$ cat src/rtl/priority_line_decoder.sv
// priority_line_decoder
// Registered, sequenced 3-to-8 line decoder. It sits at the receive end of an
// active-low priority-encoder interface {GS, EO, code}. It takes one encoder
// word per handshake and replays the winning request line as a timed
// active-low pulse. After each pulse it holds a minimum all-high gap. It flags
// illegal encoder words and counts the pulses it delivers.
//
// Ports:
//   clk       rising-edge clock
//   rst       synchronous reset, active-high
//   EN        active-low enable; EN=1 aborts any pulse and blocks acceptance
//   in_valid  encoder word present
//   in_ready  block can accept a word (combinational)
//   GS        encoder group select, active-low (0 = some request active)
//   EO        encoder enable-out (0 = enabled, no request)
//   code      encoder index, inverted (code = ~i)
//   out       active-low one-hot line bus [0:7]; all ones = no line
//   busy      high while a pulse or its trailing gap is in progress
//   ERR       sticky illegal-word flag, cleared only by rst
//   evt_cnt   count of pulses started, wraps
//   last_idx  line index i of the most recent pulse
module priority_line_decoder #(
  parameter int PULSE_LEN = 4,
  parameter int GAP_LEN   = 2,
  parameter int CNT_W     = 8
) (
  input  logic             clk,
  input  logic             rst,
  input  logic             EN,
  input  logic             in_valid,
  output logic             in_ready,
  input  logic             GS,
  input  logic             EO,
  input  logic [2:0]       code,
  output logic [0:7]       out,
  output logic             busy,
  output logic             ERR,
  output logic [CNT_W-1:0] evt_cnt,
  output logic [2:0]       last_idx
);

  typedef enum logic [1:0] {
    IDLE  = 2'd0,
    DRIVE = 2'd1,
    GAP   = 2'd2
  } state_t;

  typedef enum logic [1:0] {
    WORD_ACTIVE  = 2'd0,
    WORD_BENIGN  = 2'd1,
    WORD_ILLEGAL = 2'd2
  } word_t;

  localparam logic [0:7] ALL_HIGH = 8'hFF;
  // Counters are loaded with length-1 and run down to zero, so a phase lasts
  // exactly its configured number of cycles.
  localparam logic [7:0] PULSE_M1 = 8'(PULSE_LEN - 1);
  localparam logic [7:0] GAP_M1   = 8'(GAP_LEN - 1);
  localparam logic       HAS_GAP  = (GAP_LEN > 0) ? 1'b1 : 1'b0;

  // Idle (GS=1,EO=0) and disabled (GS=1,EO=1) words share one class. Both are
  // consumed silently, provided code carries the encoder's idle value 3'b111.
  function automatic word_t classify(input logic gs, input logic eo, input logic [2:0] cd);
    word_t cls;
    if (!gs && eo) begin
      cls = WORD_ACTIVE;
    end else if (gs && (cd == 3'b111)) begin
      cls = WORD_BENIGN;
    end else begin
      cls = WORD_ILLEGAL;
    end
    return cls;
  endfunction

  function automatic logic [0:7] line_low(input logic [2:0] idx);
    logic [0:7] v;
    v      = ALL_HIGH;
    v[idx] = 1'b0;
    return v;
  endfunction

  state_t             state_r, state_s;
  logic [7:0]         cnt_r, cnt_s;
  logic [0:7]         out_r, out_s;
  logic               err_r, err_s;
  logic [CNT_W-1:0]   evt_r, evt_s;
  logic [2:0]         last_r, last_s;
  word_t              word_cls_s;

  assign word_cls_s = classify(GS, EO, code);
  assign in_ready   = (state_r == IDLE) && !EN && !rst;

  assign out      = out_r;
  assign busy     = (state_r != IDLE);
  assign ERR      = err_r;
  assign evt_cnt  = evt_r;
  assign last_idx = last_r;

  // Next-state and next-output computation for the sequencer.
  always_comb begin
    state_s = state_r;
    cnt_s   = cnt_r;
    out_s   = out_r;
    err_s   = err_r;
    evt_s   = evt_r;
    last_s  = last_r;

    if (EN) begin
      // Disable aborts any pulse or gap, but keeps the history registers.
      state_s = IDLE;
      cnt_s   = 8'd0;
      out_s   = ALL_HIGH;
    end else begin
      case (state_r)
        IDLE: begin
          out_s = ALL_HIGH;
          if (in_valid) begin
            case (word_cls_s)
              WORD_ACTIVE: begin
                state_s = DRIVE;
                cnt_s   = PULSE_M1;
                last_s  = ~code;
                out_s   = line_low(~code);
                evt_s   = evt_r + CNT_W'(1);
              end
              WORD_BENIGN: begin
                state_s = IDLE;
              end
              default: begin
                err_s = 1'b1;
              end
            endcase
          end else begin
            state_s = IDLE;
          end
        end
        DRIVE: begin
          if (cnt_r == 8'd0) begin
            out_s = ALL_HIGH;
            if (HAS_GAP) begin
              state_s = GAP;
              cnt_s   = GAP_M1;
            end else begin
              state_s = IDLE;
              cnt_s   = 8'd0;
            end
          end else begin
            cnt_s = cnt_r - 8'd1;
          end
        end
        GAP: begin
          if (cnt_r == 8'd0) begin
            state_s = IDLE;
          end else begin
            cnt_s = cnt_r - 8'd1;
          end
        end
        default: begin
          state_s = IDLE;
          cnt_s   = 8'd0;
          out_s   = ALL_HIGH;
        end
      endcase
    end
  end

  // State and output registers; rst overrides everything, including mid-pulse.
  always_ff @(posedge clk) begin
    if (rst) begin
      state_r <= IDLE;
      cnt_r   <= 8'd0;
      out_r   <= ALL_HIGH;
      err_r   <= 1'b0;
      evt_r   <= '0;
      last_r  <= 3'd0;
    end else begin
      state_r <= state_s;
      cnt_r   <= cnt_s;
      out_r   <= out_s;
      err_r   <= err_s;
      evt_r   <= evt_s;
      last_r  <= last_s;
    end
  end

endmodule
$ cat config.mk
export PLATFORM = sky130hd
export DESIGN_NAME = priority_line_decoder
export DESIGN_NICKNAME = d
export VERILOG_FILES = /design/src/rtl/priority_line_decoder.sv
export SDC_FILE = /design/constraint.sdc
export NUM_CORES = 1
export LEC_CHECK = 0
export ABC_AREA = 1
export CAP_MARGIN = 20
export CORE_ASPECT_RATIO = 0.7
export CORE_MARGIN = 3
export CORE_UTILIZATION = 42
export DETAILED_ROUTE_END_ITERATION = 7
export GPL_ROUTABILITY_DRIVEN = 0
export GPL_TIMING_DRIVEN = 0
export PLACE_DENSITY = 0.67
export SLEW_MARGIN = 30
export SYNTH_ARGS = -nofsm -noshare
export SYNTH_HDL_FRONTEND = slang
export SYNTH_SLANG_ARGS = --single-unit
$ cat constraint.sdc
create_clock -name clk -period 2.8 [get_ports clk]
set_input_delay 0.42 -clock clk [delete_from_list [all_inputs] [get_ports clk]]
set_output_delay 0.42 -clock clk [all_outputs]
set_load 0.02 [all_outputs]
==> impl_metrics.ini <==
[run_status]
status = finished clean

[setup_path]
crit_path_end_kind = primary output
required_ns = 2.38
worstPathArrival_ns = 2.15
critPathMaxFanout = 9
critPathKind = in -> out
rrSetupSlack_ns = 1.22
start_kind = input port

[floorplan]
die_y_um = 56.81
ioPinCount = 31
dieWidth_um = 78.59
core_area_um2 = 3339
die_area_um2 = 4464
start_util_pct = 46.38
core.rowCount = 17

[timing]
max_freq_mhz = 389.8
max-slew-margin-rel_pct = 79.60
rsz0062_at_grt = false
setup_tns_ns = 0
finalCriticalPeriod_ns = 2.566
drv_slew = 0
hold_viol = 0
fin_crit_sh_pct = 91.63
fin_skew_ns = 0.003760
setup_viol = 0
worst_pin_slew_ns = 0.3057
hold_ws_ns = 0.4543

[yosys]
ys_ff_latch = 30
synthCells = 220
dominantRegCellSynth = dfxtp_1
ys_seq_area_share_pct = 38.77
synth_warnings = 0
post-synth-top-area-cell = dfxtp_1
synth_cell_types = 26
synth_edf_count = 0
synth.cells.most_frequent = nand2_1 (53), dfxtp_1 (30), inv_1 (30), nand3_1 (20), nor2_1 (19)
syn_nets = 232
synth_most_common_cell = nand2_1
netlist_area_um2 = 1549
synthArstFlopShare_pct = 0
synth.avg_cell_area_um2 = 7.041
yosysTopAreaCellShare_pct = 38.77
synth_area_leaders = dfxtp_1 (39%), nand2_1 (13%), inv_1 (7.3%), nand3_1 (6.5%), a21oi_1 (4.8%)

[cells_and_area]
final_net_count = 269
post-route-util_pct = 59.57
diodes = 0
areaGrowthSynthToFinish_pct = 28.43
fill_cells = 328
drive_gt1_share_pct = 10.89
multi_input_area_um2 = 814.5
seq_area_um2 = 600.6

[routing]
totalWireLength_um = 3357
drcViolationCount = 0
wl_met2_um = 1323
drtIter0Drc = 85
met3_length_um = 202
detail_route.wl_per_cell_um = 11.04
num_vias = 1432
highest_layer = met4
via_per_inst = 4.711
first_pass_iters = 5
ant_nets = 0
wl_met1_um = 1789

[cts]
clock_sinks = 30
clock_latency_ns = 0.27
ctsHoldBuffers = 0
cts_buffers = 5
path_clk_slew_ns = 0.06
cts_root_buf = clkbuf_8
postCtsSetupBuffers = 0
ctsHtreeMaxLevel = 2
cts_tree = done
cts_buffer_depth = 2
cts_resized = 0

[placed_design]
portBuffers = 30
dpl.hpwl_um = 2584

[power]
p_leak_nw = 0.8113
peakVddDrop_v = 0.0003154
power.density_nw_per_um2 = 440.6

[global_routing]
grt_pass1_wl_um = 5878
antenna_found_initial = 0
grt_max_degree = 11
overflow = 0
grt_usage_pct = 16.68
grt_pass1_vias = 1284

[run]
max_cap_violations = 0

[worst_hold_path]
min_path_type = reg -> reg
-- kinds of logic (layout without fill, tap and decap cells) --
| group | after synthesis | after routing | share of synthesized area [%] |
|---|---|---|---|
| adders and majority gates | 3 | 3 | 2.424 |
| AOI/OAI and AO/OA | 37 | 37 | 13.33 |
| and+or+nand+nor | 114 | 114 | 35.94 |
| DFF | 30 | 30 | 38.77 |
| buffers and inverters | 35 | 72 | 8.967 |
| xor gates and xnor gates | 1 | 1 | 0.5655 |
-- power by group --
part,internal (mW),switching (mW)
combinational,0.0443,0.0721
sequential,0.435,0.00546
clock,0.171,0.149
-- registers in the layout, indices dropped and copies added, names as in the netlist --
register  count
ERR           1
last_idx      3
cnt_r         8
evt_cnt       8
state_r       2
out           8
-- final cells by class --
type | instances | share of cell area (%)
multi-input cells | 155 | 40.94
inverters | 35 | 6.981
clock buffers | 7 | 3.836
well taps | 47 | 2.956
flip-flops and latches | 30 | 30.19
repair buffers | 30 | 15.09
-- cells in the final DEF, fill, tap and decap left out, types with 5 or more instances in the layout --
| cell | synthesis | layout |
|---|---|---|
| a21oi_1 | 15 | 15 |
| clkdlybuf4s50_1 | 0 | 30 |
| dfxtp_1 | 30 | 30 |
| nor2_1 | 19 | 19 |
| nand2_1 | 53 | 53 |
| o21ai_1 | 7 | 7 |
| clkbuf_8 | 0 | 5 |
| nand3_1 | 20 | 20 |
| nor2_2 | 6 | 5 |
| o21ai_0 | 11 | 11 |
| inv_1 | 30 | 30 |
-- final timing paths --
path	endpoint	cells past startpoint	from
setup / recovery	in_ready	5	rst
hold / removal	out[6]$_SDFFE_PP1P_	2	out[6]$_SDFFE_PP1P_
setup reg to reg	cnt_r[2]$_SDFFE_PP0P_	11	cnt_r[0]$_SDFFE_PP0P_
hold reg to reg	out[6]$_SDFFE_PP1P_	2	out[6]$_SDFFE_PP1P_
-- through the flow --
stage / cell area (µm²) / cells / setup slack, ns / power (mW)
final: 1989 / 304 / 0.2344 / 0.8765
after global routing: 1989 / 304 / 0.09641 / 0.9242
after CTS: 1984 / 304 / 0.08413 / 0.8845
after detailed placement: 1908 / 297 / 0.09726 / 0.5647
after global placement: 1908 / 297 / 0.08655 / 0.5648
after floorplan: 1549 / 220 / 1.233 / 0.5231
-- routing by layer --
metal	vias to the layer above	global-route usage (%)
met5	-	0
met3	5	4.487
met4	0	5.237
met1	606	25.15
met2	40	22.49
li1	781	-
-- worst max-delay path: stages --
cell and delay (ns):
clkdlybuf4s50_1 0.52, nor2_4 0.25, inv_1 0.21, nor2_1 0.13
clkdlybuf4s50_1 0.61
Power figures use the tool's default switching activity.
